--- src/rtl/pipelined_addsub_if.sv ---
// Operand and result handshake bundle for pipelined_addsub.
interface pipelined_addsub_if #(
   parameter int WIDTH = 16
);
   logic             in_valid;
   logic             in_ready;
   logic [WIDTH-1:0] a;
   logic [WIDTH-1:0] b;
   logic             sub;
   logic             out_valid;
   logic             out_ready;
   logic [WIDTH-1:0] sum;
   logic             carry;
   logic             overflow;

   // producer of operands and consumer of results
   modport master (
      output in_valid, a, b, sub, out_ready,
      input  in_ready, out_valid, sum, carry, overflow
   );

   // the adder itself
   modport slave (
      input  in_valid, a, b, sub, out_ready,
      output in_ready, out_valid, sum, carry, overflow
   );
endinterface

--- src/rtl/pipelined_addsub.sv ---
// Pipelined two's-complement adder/subtractor: one SLICE-bit ripple slice per
// stage, carry registered between stages, single global stall.
// WIDTH must be an integer multiple of SLICE.
module pipelined_addsub #(
   parameter int WIDTH = 16,
   parameter int SLICE = 4
) (
   input logic               clk,
   input logic               rst_n,
   pipelined_addsub_if.slave bus
);
   localparam int STAGES = WIDTH / SLICE;

   logic             advance;
   logic [WIDTH-1:0] b_eff;

   // whole pipeline freezes only when a result is waiting and not taken
   assign advance      = !(bus.out_valid && !bus.out_ready);
   assign bus.in_ready = rst_n && advance;
   assign b_eff        = bus.b ^ {WIDTH{bus.sub}};

   // Stage k consumes the low slice of the operand bits still in flight and
   // appends its result slice above the slices already finished. Operand
   // registers shrink and sum registers grow by SLICE bits per stage, so the
   // last stage holds the complete WIDTH-bit result.
   for (genvar k = 0; k < STAGES; k++) begin : g_stage
      localparam int IN_W   = WIDTH - k * SLICE;
      localparam int DONE_W = (k + 1) * SLICE;

      logic [IN_W-1:0]   src_a;
      logic [IN_W-1:0]   src_b;
      logic              src_c;
      logic              src_v;
      logic [SLICE:0]    slice_sum;
      logic [DONE_W-1:0] nx_s;

      if (k == 0) begin : g_first
         assign src_a = bus.a;
         assign src_b = b_eff;
         assign src_c = bus.sub;
         assign src_v = bus.in_valid;
         assign nx_s  = slice_sum[SLICE-1:0];
      end else begin : g_next
         assign src_a = g_stage[k-1].g_pipe.st_a;
         assign src_b = g_stage[k-1].g_pipe.st_b;
         assign src_c = g_stage[k-1].g_pipe.st_c;
         assign src_v = g_stage[k-1].g_pipe.st_v;
         assign nx_s  = {slice_sum[SLICE-1:0], g_stage[k-1].g_pipe.st_s};
      end

      assign slice_sum = {1'b0, src_a[SLICE-1:0]} + {1'b0, src_b[SLICE-1:0]}
                       + {{SLICE{1'b0}}, src_c};

      if (k < STAGES - 1) begin : g_pipe
         logic                  st_v;
         logic                  st_c;
         logic [IN_W-SLICE-1:0] st_a;
         logic [IN_W-SLICE-1:0] st_b;
         logic [DONE_W-1:0]     st_s;

         // move a beat one slice forward; data only loads for valid beats
         always_ff @(posedge clk) begin
            if (!rst_n) begin
               st_v <= 1'b0;
               st_c <= 1'b0;
               st_a <= '0;
               st_b <= '0;
               st_s <= '0;
            end else if (advance) begin
               st_v <= src_v;
               if (src_v) begin
                  st_c <= slice_sum[SLICE];
                  st_a <= src_a[IN_W-1:SLICE];
                  st_b <= src_b[IN_W-1:SLICE];
                  st_s <= nx_s;
               end
            end
         end
      end else begin : g_last
         logic             out_v;
         logic             out_c;
         logic             out_ov;
         logic [WIDTH-1:0] out_s;
         logic             msb_cin;

         // carry into the MSB recovered from the MSB's own sum bit
         assign msb_cin = src_a[SLICE-1] ^ src_b[SLICE-1] ^ slice_sum[SLICE-1];

         // result registers; flags and sum hold across bubbles
         always_ff @(posedge clk) begin
            if (!rst_n) begin
               out_v  <= 1'b0;
               out_c  <= 1'b0;
               out_ov <= 1'b0;
               out_s  <= '0;
            end else if (advance) begin
               out_v <= src_v;
               if (src_v) begin
                  out_s  <= nx_s;
                  out_c  <= slice_sum[SLICE];
                  out_ov <= msb_cin ^ slice_sum[SLICE];
               end
            end
         end

         assign bus.out_valid = out_v;
         assign bus.sum       = out_s;
         assign bus.carry     = out_c;
         assign bus.overflow  = out_ov;
      end
   end
endmodule

--- src/flat_wrapper.sv ---
// flat-port wrapper written by rule: the top's interface ports become plain ports
module pipelined_addsub_flat 
#(
   parameter int WIDTH = 16,
   parameter int SLICE = 4
)
  (clk, rst_n, bus_in_valid, bus_a, bus_b, bus_sub, bus_out_ready, bus_in_ready, bus_out_valid, bus_sum, bus_carry, bus_overflow);
  pipelined_addsub_if #(.WIDTH(WIDTH)) bus_i ();
  input logic clk;
  input logic rst_n;
  input wire logic [$bits(bus_i.in_valid)-1:0] bus_in_valid;
  input wire logic [$bits(bus_i.a)-1:0] bus_a;
  input wire logic [$bits(bus_i.b)-1:0] bus_b;
  input wire logic [$bits(bus_i.sub)-1:0] bus_sub;
  input wire logic [$bits(bus_i.out_ready)-1:0] bus_out_ready;
  output wire logic [$bits(bus_i.in_ready)-1:0] bus_in_ready;
  output wire logic [$bits(bus_i.out_valid)-1:0] bus_out_valid;
  output wire logic [$bits(bus_i.sum)-1:0] bus_sum;
  output wire logic [$bits(bus_i.carry)-1:0] bus_carry;
  output wire logic [$bits(bus_i.overflow)-1:0] bus_overflow;
  assign bus_i.in_valid = bus_in_valid;
  assign bus_i.a = bus_a;
  assign bus_i.b = bus_b;
  assign bus_i.sub = bus_sub;
  assign bus_i.out_ready = bus_out_ready;
  assign bus_in_ready = bus_i.in_ready;
  assign bus_out_valid = bus_i.out_valid;
  assign bus_sum = bus_i.sum;
  assign bus_carry = bus_i.carry;
  assign bus_overflow = bus_i.overflow;
  pipelined_addsub #(.WIDTH(WIDTH), .SLICE(SLICE)) u_core (.clk(clk), .rst_n(rst_n), .bus(bus_i));
endmodule
--- config.mk ---
export PLATFORM = sky130hd
export DESIGN_NAME = pipelined_addsub_flat
export DESIGN_NICKNAME = d
export VERILOG_FILES = /design/src/rtl/pipelined_addsub_if.sv /design/src/rtl/pipelined_addsub.sv /design/src/flat_wrapper.sv
export SDC_FILE = /design/constraint.sdc
export NUM_CORES = 1
export LEC_CHECK = 0
export BUFFER_PORTS_ARGS = -buffer_cell sky130_fd_sc_hd__buf_4
export CAP_MARGIN = 20
export CORE_ASPECT_RATIO = 0.9
export CORE_UTILIZATION = 30
export CTS_BUF_LIST = sky130_fd_sc_hd__clkbuf_16
export DETAILED_ROUTE_END_ITERATION = 8
export HOLD_SLACK_MARGIN = 0.05
export PLACE_DENSITY = 0.51
export REMOVE_ABC_BUFFERS = 1
export SYNTH_ARGS = -nofsm -noshare
export SYNTH_HDL_FRONTEND = slang
export SYNTH_SLANG_ARGS = --single-unit
export TNS_END_PERCENT = 50
--- constraint.sdc ---
create_clock -name clk -period 1.8 [get_ports clk]
set_clock_uncertainty 0.2 [all_clocks]
set_input_delay 0.27 -clock clk [delete_from_list [all_inputs] [get_ports clk]]
set_output_delay 0.27 -clock clk [all_outputs]
set_load 0.01 [all_outputs]
==> flow_summary.json, run 1 <==
{
  "end_kind": "flop",
  "cts_tree": "yes",
  "min_path_cells": 4,
  "fin_crit_sh": 1.07,
  "ys_seq_elements": 97,
  "yosys_warnings": 0,
  "ys_async_sr_fraction": 0,
  "synth_fa_ha_area_frac": 0.0669,
  "path_clk_slew_ps": 70,
  "drc": 0,
  "cp_cell_sequence": "inv_2 -> fa_2 -> fa_2 -> nand2b_4 -> a21oi_4 -> xnor2_2 -> a21oi_1",
  "cp_max_fo": 2,
  "rrSetupSlack_ps": -130,
  "ir_drop_mv": 0.427,
  "crit_arrival_ps": 1960,
  "synth_edf_count": 0,
  "whs_ps": 75.3,
  "antenna_found_initial": 0,
  "gp_congestion": 0.751,
  "synth_top_family_by_area": "compound AO/OA/AOI/OAI gates",
  "vias_per_cell": 4.40,
  "endpoint": "u_core.bus.overflow",
  "core_sq_mm": 0.0141,
  "hpwl_microns": 6360,
  "critPathKind": "reg2reg",
  "grt-ovfl-total": 0,
  "p_leak_uw": 0.00222,
  "cts_root_buf": "clkbuf_16",
  "drive_gt1_frac": 0.190,
  "initial_core_util": 0.309,
  "wl_met3_microns": 254,
  "synth_commonest_cells": "158 x nand2_1, 97 x dfxtp_1, 52 x a21boi_0, 19 x o211a_1, 18 x xnor2_1",
  "synthMostInstantiatedCell": "nand2_1",
  "seq_area_frac_synth": 0.447,
  "slew_viol_final": 0,
  "violations": "negative setup slack",
  "place_ws_ps": -344,
  "slowest_stage": "fa_2",
  "rsz0062_at_grt": "true",
  "startpoint_type": "flop",
  "detail_route.wl_per_cell_microns": 11.9,
  "grt_pass1_vias": 3161,
  "grt_pass1_wl_microns": 15400,
  "yosys.area.top_type": "dfxtp_1",
  "yosysTopAreaCellShare": 0.447,
  "synth_area_sq_mm": 0.00434,
  "critical_path_cell_count": 7,
  "regArea_sq_mm": 0.00195,
  "post-route-min-period_ps": 1930,
  "met2_length_microns": 4120,
  "multi_input_area_sq_mm": 0.00216,
  "die_x_microns": 129,
  "tns_ps": -246,
  "nFillCells": 1490,
  "r2r-start": "u_core.g_stage[2].g_pipe.st_c",
  "timing.fmax_mhz": 518,
  "clock_path_buffers": 2,
  "ios": 57,
  "fin_nets": 604,
  "fin_ws_ps": -129,
  "area_growth_pct": 23.4,
  "drt-total-wl_microns": 8900,
  "path_buf_inv": 1,
  "die_h_microns": 116,
  "outcome": "finished, violations left",
  "synthFlopType": "dfxtp_1",
  "detail-route-antenna-nets": 0,
  "synth_area_leaders": "dfxtp_1 45%, nand2_1 14%, a21boi_0 9.0%",
  "worstRegToRegCells": 7,
  "grt_usage": 0.132,
  "p_per_area_mw_per_mm2": 829,
  "dr_total_vias": 3281,
  "timing.rr.end": "u_core.bus.overflow",
  "muxShareOfSynthArea": 0.00259,
  "cp_slowest_stage_delay_ps": 390,
  "synth-simple-area-share": 0.179,
  "synth-xor-area-share": 0.0424,
  "highest_layer": "met4",
  "finalHoldViolations": 0,
  "worstPathRequired_ps": 1830,
  "ctsHtreeMaxLevel": 3,
  "die_area_sq_mm": 0.0150,
  "numCtsBuffers": 9,
  "setup_viol": 2,
  "io_buffers": 56,
  "hp-class": "in2reg",
  "synth_cell_types": 39,
  "wl_met1_microns": 4450,
  "avgSynthCellArea_sq_um": 8.97,
  "synth_cells": 484,
  "relSlewSlack": 0.699,
  "antennaDiodeCount": 0,
  "cap_violations": 0,
  "row_count": 41,
  "grt_max_degree": 47,
  "cts.sinks": 97,
  "dr.pass1.iters": 4,
  "tightest_slew_ps": 452,
  "clk_latency_ps": 340,
  "crit_start": "u_core.g_stage[2].g_pipe.st_c",
  "critPathMostFrequentCell": "fa_2",
  "drtIter0Drc": 83,
  "synth-compound-area-share": 0.197,
  "cpLargestDelayFamily": "adder cells"
}
[where the power goes]
group | leakage [uW] | switching (uW) | total [uW] | internal [uW]
logic | 0.00129 | 231 | 481 | 250
registers | 0.000793 | 48.7 | 2280 | 2230
clock network | 0.000136 | 774 | 1680 | 909
total | 0.00222 | 1050 | 4440 | 3390
[cell families (layout without fill, tap and decap cells)]
| group | count (synthesis) | in the layout |
|---|---|---|
| simple gates | 187 | 187 |
| flops | 97 | 97 |
| buf+inv | 47 | 116 |
| fa+ha+maj | 19 | 19 |
| compound gates | 112 | 112 |
| mux | 1 | 1 |
| xor+xnor | 21 | 21 |
[layout by cell type, fill, tap and decap left out, types with 5 or more instances in the layout]
master | Yosys | routed
o211a_1 | 19 | 19
ha_1 | 12 | 12
xnor2_1 | 18 | 16
o21ai_0 | 6 | 6
buf_4 | 1 | 72
dfxtp_1 | 97 | 92
a21boi_0 | 52 | 51
a21oi_1 | 8 | 7
dlygate4sd3_1 | 0 | 12
nor2_1 | 6 | 6
inv_1 | 14 | 14
clkbuf_16 | 0 | 9
nand2_1 | 158 | 158
dfxtp_2 | 0 | 5
a21boi_1 | 16 | 17
[per-layer routing]
metal  vias to the layer above  GRT usage
met5                         -          0
met4                         0     0.0494
met3                         5     0.0289
met2                        36      0.214
met1                      1525      0.172
li1                       1715          -
[area by class of cell]
type / count / share of cell area
Clock buffer: 9 / 0.0420
Clock inverter: 7 / 0.00560
Inverter: 14 / 0.00981
Multi-Input combinational cell: 340 / 0.403
Sequential cell: 97 / 0.364
Tap cell: 193 / 0.0451
Timing Repair Buffer: 86 / 0.131
[state kept, by name, summed over array words and instances, names as in the netlist]
signal	cells
u_core.g_stage.g_pipe.st_c	3
u_core.g_stage.g_pipe.st_s	24
u_core.bus.overflow	1
u_core.g_stage.g_pipe.st_v	3
u_core.g_stage.g_pipe.st_a	24
u_core.bus.carry	1
u_core.g_stage.g_pipe.st_b	24
u_core.bus.sum	16
u_core.bus.out_valid	1
[worst min path at each step]
| stage | start | endpoint | slack, ps |
|---|---|---|---|
| after floorplan | rst_n | u_core.bus.out_valid | 190 |
| after global routing | bus_b[6] | u_core.g_stage[0].g_pipe.st_b[2] | 80 |
| after CTS | bus_b[7] | u_core.g_stage[0].g_pipe.st_b[3] | 70 |
| after detailed placement | u_core.g_stage[1].g_pipe.st_b[4] | u_core.g_stage[1].g_pipe.st_b[4] | 250 |
| final | bus_b[8] | u_core.g_stage[0].g_pipe.st_b[4] | 80 |
| after global placement | u_core.g_stage[0].g_pipe.st_a[4] | u_core.g_stage[0].g_pipe.st_a[4] | 250 |
[what timing repair did]
action,CTS,global route
pin swaps,9,4
endpoints found under the hold margin,12,0
buffers inserted,1,0
hold buffers,12,0
endpoints found under the setup margin,7,7
gates resized for setup,13,4
[tightest hold or removal path, stage by stage]
cell	delay, ps
buf_4	80
xnor2_1	50
nand2_1	60
o211a_1	130
[stage by stage]
step / utilization / instances / total power (uW) / instance area, sq um
floorplan: - / 451 / 2570 / 4110
global placement: 0.350 / 717 / 2780 / 4930
detailed placement: 0.350 / 717 / 2790 / 4930
CTS: 0.380 / 746 / 4510 / 5340
global route: 0.381 / 746 / 4680 / 5360
finish: 0.381 / 746 / 4440 / 5360
Note: power is estimated with default switching activity, not from simulation.
==> run 2, diff against run 1 <==
--- a/config.mk
+++ b/config.mk
@@ -8,12 +8,13 @@
 export BUFFER_PORTS_ARGS = -buffer_cell sky130_fd_sc_hd__buf_4
 export CAP_MARGIN = 20
 export CORE_ASPECT_RATIO = 0.9
-export CORE_UTILIZATION = 30
+export CORE_UTILIZATION = 52
 export CTS_BUF_LIST = sky130_fd_sc_hd__clkbuf_16
 export DETAILED_ROUTE_END_ITERATION = 8
 export HOLD_SLACK_MARGIN = 0.05
-export PLACE_DENSITY = 0.51
+export PLACE_DENSITY = 0.78
 export REMOVE_ABC_BUFFERS = 1
+export SLEW_MARGIN = 5
 export SYNTH_ARGS = -nofsm -noshare
 export SYNTH_HDL_FRONTEND = slang
 export SYNTH_SLANG_ARGS = --single-unit
==> run 2 against run 1 <==
  * The flow still finishes with violations (negative setup slack)
  * Critical path type unchanged
  * Sequential cell count unchanged
  * Wire length decreased by 6.1%
  * Sequential power about the same
  * Highest routed layer unchanged
==> flow_summary.json, run 2 (synthesized netlist as in run 1, its figures left out) <==
{
  "fin_ws_ps": -193,
  "drtIter0Drc": 126,
  "fin_crit_sh": 1.11,
  "finalHoldViolations": 0,
  "outcome": "finished, violations left",
  "tightest_slew_ps": 501,
  "relSlewSlack": 0.665,
  "drive_gt1_frac": 0.190,
  "rsz0062_at_grt": "true",
  "startpoint_type": "flop",
  "timing.fmax_mhz": 502,
  "r2r-start": "u_core.g_stage[2].g_pipe.st_b[0]",
  "seqPwrFrac": 0.486,
  "hp-class": "in2reg",
  "power.total_uw": 4700,
  "utilization": 0.650,
  "vias_per_cell": 5.09,
  "hpwl_microns": 5660,
  "final_cell_mix": "158 x nand2_1, 91 x dfxtp_1, 67 x buf_4",
  "fin_nets": 599,
  "grt_pass1_vias": 3099,
  "cp_slowest_stage_delay_ps": 400,
  "area_growth_pct": 20.9,
  "worstPathRequired_ps": 1810,
  "setup_viol": 2,
  "worstRegToRegCells": 7,
  "numCtsBuffers": 9,
  "ios": 57,
  "p_leak_uw": 0.00221,
  "antenna_found_initial": 0,
  "clock_path_buffers": 2,
  "detail_route.wl_per_cell_microns": 12.9,
  "whs_ps": 73.5,
  "drt-total-wl_microns": 8350,
  "detail-route-antenna-nets": 0,
  "post-route-min-period_ps": 1990,
  "drc": 0,
  "min_to": "u_core.g_stage[0].g_pipe.st_b[7]",
  "final_cells": 646,
  "ir_drop_mv": 0.560,
  "intPower_uw": 3670,
  "grt_pass1_wl_microns": 14400,
  "cts.sinks": 97,
  "cts_tree": "yes",
  "die_x_microns": 98.3,
  "top_regs": "u_core.g_stage.g_pipe.st_a (24), u_core.g_stage.g_pipe.st_b (24), u_core.g_stage.g_pipe.st_s (24)",
  "path_buf_inv": 1,
  "rrSetupSlack_ps": -190,
  "dr_total_vias": 3290,
  "end_kind": "flop",
  "dr.pass1.iters": 7,
  "antennaDiodeCount": 0,
  "place_ws_ps": -429,
  "grt_max_degree": 48,
  "cpLargestDelayFamily": "adder cells",
  "core_sq_mm": 0.00807,
  "row_count": 31,
  "switching_share": 0.219,
  "critPathKind": "reg2reg",
  "gp_congestion": 0.800,
  "p_per_area_mw_per_mm2": 895,
  "cts_root_buf": "clkbuf_16",
  "cap_violations": 0,
  "violations": "negative setup slack",
  "power_frac_clock": 0.413,
  "power_frac_comb": 0.101,
  "ctsHtreeMaxLevel": 3,
  "die_area_sq_mm": 0.00872,
  "cp_max_fo": 2,
  "slew_viol_final": 0,
  "min_path_cells": 4,
  "crit_arrival_ps": 2000,
  "hold_start": "bus_b[11]",
  "path_clk_slew_ps": 60,
  "grt_usage": 0.207,
  "clk_latency_ps": 340,
  "grt-ovfl-total": 0,
  "dp_cells": 618,
  "slowest_stage": "fa_2",
  "final_common_cell": "nand2_1",
  "initial_core_util": 0.538,
  "critPathMostFrequentCell": "fa_2",
  "die_h_microns": 88.7,
  "io_buffers": 56,
  "timing.rr.end": "u_core.bus.overflow",
  "cp_cell_sequence": "inv_2 -> fa_2 -> fa_2 -> nand2b_4 -> a21oi_4 -> xnor2_1 -> a21oi_1",
  "p_sw_uw": 1030
}
run 2: per-stage QoR:
| step | area (sq um) | setup TNS, ps |
|---|---|---|
| final | 5250 | -370 |
| after floorplan | 4110 | -461 |
| after CTS | 5230 | -435 |
| after detailed placement | 4770 | -1240 |
| after global placement | 4770 | -733 |
| after global routing | 5250 | -709 |
run 2: worst max-delay path by stage:
| stage | start | to | slack, ps | depth (start not counted) |
|---|---|---|---|---|
| 2_1_floorplan | u_core.g_stage[2].g_pipe.st_b[0] | u_core.bus.overflow | -250 | 7 |
| 3_3_place_gp | u_core.g_stage[2].g_pipe.st_b[0] | u_core.bus.overflow | -310 | 7 |
| 3_5_place_dp | u_core.g_stage[2].g_pipe.st_b[0] | u_core.bus.overflow | -430 | 7 |
| 4_1_cts | u_core.g_stage[2].g_pipe.st_c | u_core.bus.overflow | -230 | 7 |
| 5_1_grt | u_core.g_stage[2].g_pipe.st_b[0] | u_core.bus.carry | -240 | 7 |
| 6_report | u_core.g_stage[2].g_pipe.st_b[0] | u_core.bus.overflow | -190 | 7 |
run 2: power groups by stage:
stage               logic [uW]  clock network, uW  registers [uW]
finish                     476               1940            2280
global route               531               2060            2290
CTS                        479               1960            2280
detailed placement         450                  0            2330
global placement           436                  0            2320
floorplan                  258                  0            2320
run 2: area by class of cell:
type / instances / area [sq um]
clock buffers: 9 / 225
multi-input cells: 340 / 2160
clock inverters: 6 / 75.1
fillers: 651 / 2820
inverters: 14 / 52.6
well taps: 99 / 124
flip-flops and latches: 97 / 1950
repair buffers: 81 / 663
run 2: worst register-to-register path, delay by kind of cell (launching register included):
kind	cells	cell delay, ps
xor gates and xnor gates	1	140
buffers and inverters	1	40
and+or+nand+nor	1	160
DFF	1	340
adders and majority gates	2	750
AOI/OAI and AO/OA	2	230
run 2: repair_timing:
item                       CTS  global route
hold endpoints to repair    12             0
resized for setup           13            12
setup endpoints to repair    7            14
hold buffers                12             0
pin swaps                    5            11
setup buffers                0             1
run 2: routing by layer:
metal,track usage,vias up,part of all wire
met5,0,-,0
met4,0.0692,0,0.012
met3,0.0371,9,0.027
met2,0.358,63,0.47
met1,0.267,1501,0.49
li1,-,1717,-
